## src/rtl/mips_control_fsm_if.sv

```systemverilog
// rtl/mips_control_fsm_if.sv - controller-to-datapath strobe bundle
interface mips_control_fsm_if;
  logic [5:0] op;
  logic       zero;
  logic       memread;
  logic       memwrite;
  logic       iord;
  logic       irwrite;
  logic       pcen;
  logic       regdst;
  logic       memtoreg;
  logic       regwrite;
  logic       alusrca;
  logic [1:0] alusrcb;
  logic [1:0] aluop;
  logic [1:0] pcsrc;
  logic       illegal;
  logic [3:0] state;

  modport master (
    input  op, zero,
    output memread, memwrite, iord, irwrite, pcen, regdst, memtoreg, regwrite,
           alusrca, alusrcb, aluop, pcsrc, illegal, state
  );

  modport slave (
    output op, zero,
    input  memread, memwrite, iord, irwrite, pcen, regdst, memtoreg, regwrite,
           alusrca, alusrcb, aluop, pcsrc, illegal, state
  );
endinterface

```

## src/rtl/mips_control_fsm.sv

```systemverilog
// rtl/mips_control_fsm.sv - multicycle MIPS main controller with stretched memory states
module mips_control_fsm #(
  parameter int MEM_WAIT = 0
) (
  input logic               clk,
  input logic               reset,
  mips_control_fsm_if.master bus
);
  typedef enum logic [3:0] {
    S_IDLE    = 4'd0,  S_FETCH   = 4'd1,  S_DECODE  = 4'd2,  S_MEMADR = 4'd3,
    S_MEMRD   = 4'd4,  S_MEMWB   = 4'd5,  S_MEMWR   = 4'd6,  S_RTYPEEX = 4'd7,
    S_RTYPEWB = 4'd8,  S_BEQEX   = 4'd9,  S_ADDIEX  = 4'd10, S_ADDIWB = 4'd11,
    S_JEX     = 4'd12
  } state_t;

  localparam logic [5:0] OP_LW   = 6'b100011;
  localparam logic [5:0] OP_SW   = 6'b101011;
  localparam logic [5:0] OP_RTYP = 6'b000000;
  localparam logic [5:0] OP_BEQ  = 6'b000100;
  localparam logic [5:0] OP_ADDI = 6'b001000;
  localparam logic [5:0] OP_J    = 6'b000010;
  localparam logic [2:0] WAIT_LAST = 3'(MEM_WAIT);

  state_t     state_q, state_d;
  logic [2:0] cnt_q, cnt_d;
  logic       wait_done;
  logic       illegal_d;
  logic       pcwrite, branch;

  assign wait_done = (cnt_q == WAIT_LAST);

  always_ff @(posedge clk or negedge reset) begin
    if (!reset) begin
      state_q <= S_IDLE;
      cnt_q   <= 3'd0;
    end else begin
      state_q <= state_d;
      cnt_q   <= cnt_d;
    end
  end

  always_comb begin
    state_d   = state_q;
    illegal_d = 1'b0;
    case (state_q)
      S_IDLE:   state_d = S_FETCH;
      S_FETCH:  if (wait_done) state_d = S_DECODE;
      S_DECODE: begin
        case (bus.op)
          OP_LW, OP_SW: state_d = S_MEMADR;
          OP_RTYP:      state_d = S_RTYPEEX;
          OP_BEQ:       state_d = S_BEQEX;
          OP_ADDI:      state_d = S_ADDIEX;
          OP_J:         state_d = S_JEX;
          default: begin
            state_d   = S_FETCH;
            illegal_d = 1'b1;
          end
        endcase
      end
      S_MEMADR:  state_d = (bus.op == OP_LW) ? S_MEMRD : S_MEMWR;
      S_MEMRD:   if (wait_done) state_d = S_MEMWB;
      S_MEMWR:   if (wait_done) state_d = S_FETCH;
      S_RTYPEEX: state_d = S_RTYPEWB;
      S_ADDIEX:  state_d = S_ADDIWB;
      default:   state_d = S_FETCH;
    endcase

    // Only the memory states self-loop, so any state change is an entry that clears the count.
    cnt_d = cnt_q;
    if (state_d != state_q)
      cnt_d = 3'd0;
    else if (cnt_q < WAIT_LAST)
      cnt_d = cnt_q + 3'd1;
  end

  always_comb begin
    bus.memread  = 1'b0;
    bus.memwrite = 1'b0;
    bus.iord     = 1'b0;
    bus.irwrite  = 1'b0;
    bus.regdst   = 1'b0;
    bus.memtoreg = 1'b0;
    bus.regwrite = 1'b0;
    bus.alusrca  = 1'b0;
    bus.alusrcb  = 2'b00;
    bus.aluop    = 2'b00;
    bus.pcsrc    = 2'b00;
    pcwrite      = 1'b0;
    branch       = 1'b0;
    case (state_q)
      S_FETCH: begin
        bus.memread = 1'b1;
        bus.alusrcb = 2'b01;
        bus.irwrite = wait_done;
        pcwrite     = wait_done;
      end
      S_DECODE: bus.alusrcb = 2'b11;
      S_MEMADR, S_ADDIEX: begin
        bus.alusrca = 1'b1;
        bus.alusrcb = 2'b10;
      end
      S_MEMRD: begin
        bus.memread = 1'b1;
        bus.iord    = 1'b1;
      end
      S_MEMWR: begin
        bus.memwrite = 1'b1;
        bus.iord     = 1'b1;
      end
      S_MEMWB: begin
        bus.regwrite = 1'b1;
        bus.memtoreg = 1'b1;
      end
      S_RTYPEEX: begin
        bus.alusrca = 1'b1;
        bus.aluop   = 2'b10;
      end
      S_RTYPEWB: begin
        bus.regwrite = 1'b1;
        bus.regdst   = 1'b1;
      end
      S_ADDIWB: bus.regwrite = 1'b1;
      S_BEQEX: begin
        bus.alusrca = 1'b1;
        bus.aluop   = 2'b01;
        bus.pcsrc   = 2'b01;
        branch      = 1'b1;
      end
      S_JEX: begin
        bus.pcsrc = 2'b10;
        pcwrite   = 1'b1;
      end
      default: ;
    endcase
  end

  assign bus.pcen    = pcwrite | (branch & bus.zero);
  assign bus.illegal = illegal_d;
  assign bus.state   = state_q;
endmodule
```

## src/flat_wrapper.sv

```systemverilog
// flat-port wrapper written by rule: the top's interface ports become plain ports
module mips_control_fsm_flat 
#(
  parameter int MEM_WAIT = 0
)
  (clk, reset, bus_op, bus_zero, bus_memread, bus_memwrite, bus_iord, bus_irwrite, bus_pcen, bus_regdst, bus_memtoreg, bus_regwrite, bus_alusrca, bus_alusrcb, bus_aluop, bus_pcsrc, bus_illegal, bus_state);
  mips_control_fsm_if bus_i ();
  input logic clk;
  input logic reset;
  input wire logic [$bits(bus_i.op)-1:0] bus_op;
  input wire logic [$bits(bus_i.zero)-1:0] bus_zero;
  output wire logic [$bits(bus_i.memread)-1:0] bus_memread;
  output wire logic [$bits(bus_i.memwrite)-1:0] bus_memwrite;
  output wire logic [$bits(bus_i.iord)-1:0] bus_iord;
  output wire logic [$bits(bus_i.irwrite)-1:0] bus_irwrite;
  output wire logic [$bits(bus_i.pcen)-1:0] bus_pcen;
  output wire logic [$bits(bus_i.regdst)-1:0] bus_regdst;
  output wire logic [$bits(bus_i.memtoreg)-1:0] bus_memtoreg;
  output wire logic [$bits(bus_i.regwrite)-1:0] bus_regwrite;
  output wire logic [$bits(bus_i.alusrca)-1:0] bus_alusrca;
  output wire logic [$bits(bus_i.alusrcb)-1:0] bus_alusrcb;
  output wire logic [$bits(bus_i.aluop)-1:0] bus_aluop;
  output wire logic [$bits(bus_i.pcsrc)-1:0] bus_pcsrc;
  output wire logic [$bits(bus_i.illegal)-1:0] bus_illegal;
  output wire logic [$bits(bus_i.state)-1:0] bus_state;
  assign bus_i.op = bus_op;
  assign bus_i.zero = bus_zero;
  assign bus_memread = bus_i.memread;
  assign bus_memwrite = bus_i.memwrite;
  assign bus_iord = bus_i.iord;
  assign bus_irwrite = bus_i.irwrite;
  assign bus_pcen = bus_i.pcen;
  assign bus_regdst = bus_i.regdst;
  assign bus_memtoreg = bus_i.memtoreg;
  assign bus_regwrite = bus_i.regwrite;
  assign bus_alusrca = bus_i.alusrca;
  assign bus_alusrcb = bus_i.alusrcb;
  assign bus_aluop = bus_i.aluop;
  assign bus_pcsrc = bus_i.pcsrc;
  assign bus_illegal = bus_i.illegal;
  assign bus_state = bus_i.state;
  mips_control_fsm #(.MEM_WAIT(MEM_WAIT)) u_core (.clk(clk), .reset(reset), .bus(bus_i));
endmodule
```

## config.mk

```make
export PLATFORM = sky130hd
export DESIGN_NAME = mips_control_fsm_flat
export DESIGN_NICKNAME = d
export VERILOG_FILES = /design/src/rtl/mips_control_fsm_if.sv /design/src/rtl/mips_control_fsm.sv /design/src/flat_wrapper.sv
export SDC_FILE = /design/constraint.sdc
export NUM_CORES = 1
export LEC_CHECK = 0
export CELL_PAD_IN_SITES_DETAIL_PLACEMENT = 1
export CELL_PAD_IN_SITES_GLOBAL_PLACEMENT = 2
export CORE_ASPECT_RATIO = 0.7
export CORE_UTILIZATION = 18
export CTS_CLUSTER_SIZE = 16
export DETAILED_ROUTE_END_ITERATION = 8
export MAX_ROUTING_LAYER = met4
export PLACE_DENSITY = 0.76
export REMOVE_ABC_BUFFERS = 1
export SLEW_MARGIN = 15
export SYNTH_ARGS = -nofsm -noshare
export SYNTH_HDL_FRONTEND = slang
export SYNTH_SLANG_ARGS = --single-unit
```

## constraint.sdc

```tcl
create_clock -name clk -period 1.4 [get_ports clk]
set_clock_uncertainty 0.05 [all_clocks]
set_input_delay 0.28 -clock clk [delete_from_list [all_inputs] [get_ports clk]]
set_output_delay 0.28 -clock clk [all_outputs]
set_load 0.01 [all_outputs]
```

==> results of run 1 <==
## report_power, final
| part | leakage [uW] | internal, uW | total, uW | switching (uW) |
|---|---|---|---|---|
| Combinational | 0.000526 | 1010 | 1950 | 936 |
| Sequential | 0.0000455 | 173 | 276 | 103 |
| Clock | 0.0000216 | 185 | 265 | 79.9 |
## logic make-up (layout without fill, tap and decap cells)
kind of cell | after synthesis | after routing | share of synthesized area
flops | 4 | 4 | 0.180
compound gates | 19 | 19 | 0.274
xor+xnor | 3 | 3 | 0.0472
buf+inv | 12 | 76 | 0.110
simple gates | 35 | 35 | 0.371
mux | 1 | 1 | 0.0180
## worst register-to-register path: stages, from the launching register on
cell	delay [ns]
dfrtp_2	0.44
buf_6	0.14
buf_6	0.11
or4b_4	0.49
a2111oi_4	0.19
a311o_1	0.17
## cell usage in the layout (no fill, tap or decap), drive strengths merged, types with 2 or more instances in the layout
master and n:
a21oi 4, nor2 5, xor2 2, nand3 3, dfrtp 4, nor4 3
nand2b 4, inv 3, o21ai 4, clkdlybuf4s50 2, nand2 5, nor3b 2
buf 58, nand3b 2, clkbuf 10, nor3 3, clkdlybuf4s15 2
## worst max path at each step
stage	startpoint	to	slack [ns]	depth (start not counted)
2_1_floorplan	u_core.bus.state[1]$_DFF_PN0_	u_core.bus.state[1]$_DFF_PN0_	-0.28	3
3_3_place_gp	bus_op[1]	bus_illegal	-0.83	6
3_5_place_dp	bus_op[0]	bus_illegal	-0.89	5
4_1_cts	u_core.bus.state[2]$_DFF_PN0_	u_core.bus.state[1]$_DFF_PN0_	-0.24	5
5_1_grt	u_core.bus.state[0]$_DFF_PN0_	bus_alusrca	-0.36	5
6_report	u_core.bus.state[0]$_DFF_PN0_	bus_alusrca	-0.34	5
## through the flow
step | utilization | total power [uW] | setup TNS (ns)
after floorplan | - | 845 | -0.788
after global placement | 0.361 | 1710 | -8.07
after detailed placement | 0.361 | 1730 | -8.55
after CTS | 0.430 | 2210 | -2.78
after global routing | 0.457 | 2610 | -4.52
final | 0.457 | 2490 | -3.74
## what timing repair did
item | CTS | global route
gates cloned | 0 | 0
setup endpoints to repair | 24 | 23
pin swaps | 18 | 13
resized for setup | 122 | 27
buffers inserted | 9 | 6
## layout make-up
cell class                      count  area [um^2]  share of cell area
Timing Repair Buffer               70          556               0.425
Inverter                            3         16.3              0.0124
Multi-Input combinational cell     58          544               0.416
Sequential cell                     4          105              0.0804
Tap cell                           36         45.0              0.0344
Clock buffer                        3         41.3              0.0316
## metal layers
metal,track usage,vias up
met1,0.226,420
met3,0.0354,3
met2,0.324,18
met5,-,-
li1,-,403
met4,0.0590,0
==> impl_metrics.ini, run 1 <==
[routing]
wl_met1_um = 1410
via_per_inst = 4.85
maxUsedRoutingLayer = met4
vias = 844
route.detailed.wl_per_inst_um = 18.2
route.met3.wl_um = 95
drt-total-wl_um = 3170
met2_length_um = 1640
drt-pass1-iter-count = 4
drcViolationCount = 0
drtIter0Drc = 29
postRouteAntennaNets = 0

[synthesis]
netlist_instances = 74
synth_top_area_share = 0.180
synth.yosys.seq_area_share = 0.180
synth_top_cell_by_area = dfrtp_1
ys_top_cells_by_count = clkbuf_1 (5), nand2_1 (5), nor2_1 (5)
synth_edf_count = 0
synth.avg_cell_area_um2 = 7.52
yosysWarnings = 0
syn-cell-area_um2 = 557
synth_area_leaders = dfrtp_1 (18%), a2111oi_4 (4.9%), nand2b_1 (4.5%)
synth_ff_type = dfrtp_1
ys_ff_latch = 4
async_flop_share = 1.00
synthDistinctLibCells = 38

[sta]
tightest_slew_ns = 0.326
period_minus_slack_ns = 1.74
slew_headroom = 0.782
drv_slew = 0
hold_ws_ns = 0.226
layout_setup_ws_ns = -0.342
rsz0062_at_grt = yes
fmax_ghz = 0.574
setup_viol = 19
hold_viol = 0
post-route-period-util = 1.24

[cells_and_area]
area_growth_pct = 135
finalNonFillerCells = 174
drive_gt1_frac = 0.717
nFillCells = 333
layout.nets = 149
n_antenna_cell = 0
largest_register_ffs = 4
fin_area_um2 = 1310

[pwr]
leakage_uw = 0.000593
power.density_nw_per_um2 = 1910
ir_drop_uv = 856

[floorplan]
die_area_um2 = 3320
ioPinCount = 29
num_rows = 16
die_h_um = 48.5
core_um2 = 2860
dieWidth_um = 68.5
start_util = 0.194

[clock_tree]
clk_latency_ns = 0.23
cts_made_buffers = 3
clkSlewWorstSetupHoldPaths_ns = 0.04
cts-htree-levels = 1
numClockSinks = 4
clk_path_buf_depth = 2
root_buffer = clkbuf_8
hold_buffers = 0
cts_tree = done

[place]
port_buffers = 28
gp_congestion = 0.760
place_inst = 156
postPlaceCellArea_um2 = 1030
dp_hpwl_um = 1670
pre_cts_slack_ns = -0.891

[global_route]
grt_pass1_vias = 879
grt.overflow.total = 0
grt_pass1_wl_um = 4550
grt_usage = 0.192
grt_max_degree = 15
antenna_found_initial = 0

[worst_setup_path]
slowest_stage = dfrtp_2
crit_family = flip-flops
critPathMostFrequentCell = o21ai_1
slowest_delay_ns = 0.48
rr_worst_depth = 5
worstPathRequired_ns = 1.07
reg2reg_to = u_core.bus.state[1]$_DFF_PN0_
startpoint_type = flip-flop
rrSetupSlack_ns = -0.27
end_kind = output pin
worstPathCellList = buf_6 -> nor2b_1 -> o21ai_1 -> o21ai_1 -> buf_2
r2r_start = u_core.bus.state[2]$_DFF_PN0_
crit_type = reg2out
crit_buf_inv = 2
worstPathArrival_ns = 1.41
crit_fanout = 6

[status]
status = finished, violations left
violations = setup timing

[min_path]
hold_path.class = in2async

[flow_run]
max_cap_violations = 0
No activity file was read; power rests on OpenSTA's default activity.
==> inputs of run 2 (changes only) <==
--- a/config.mk
+++ b/config.mk
@@ -11,6 +11,7 @@
 export CORE_UTILIZATION = 18
 export CTS_CLUSTER_SIZE = 16
 export DETAILED_ROUTE_END_ITERATION = 8
+export HOLD_SLACK_MARGIN = 0.15
 export MAX_ROUTING_LAYER = met4
 export PLACE_DENSITY = 0.76
 export REMOVE_ABC_BUFFERS = 1
==> results of run 2 <==
Same layout as run 1: the final DEF is identical, and so are final timing and power.
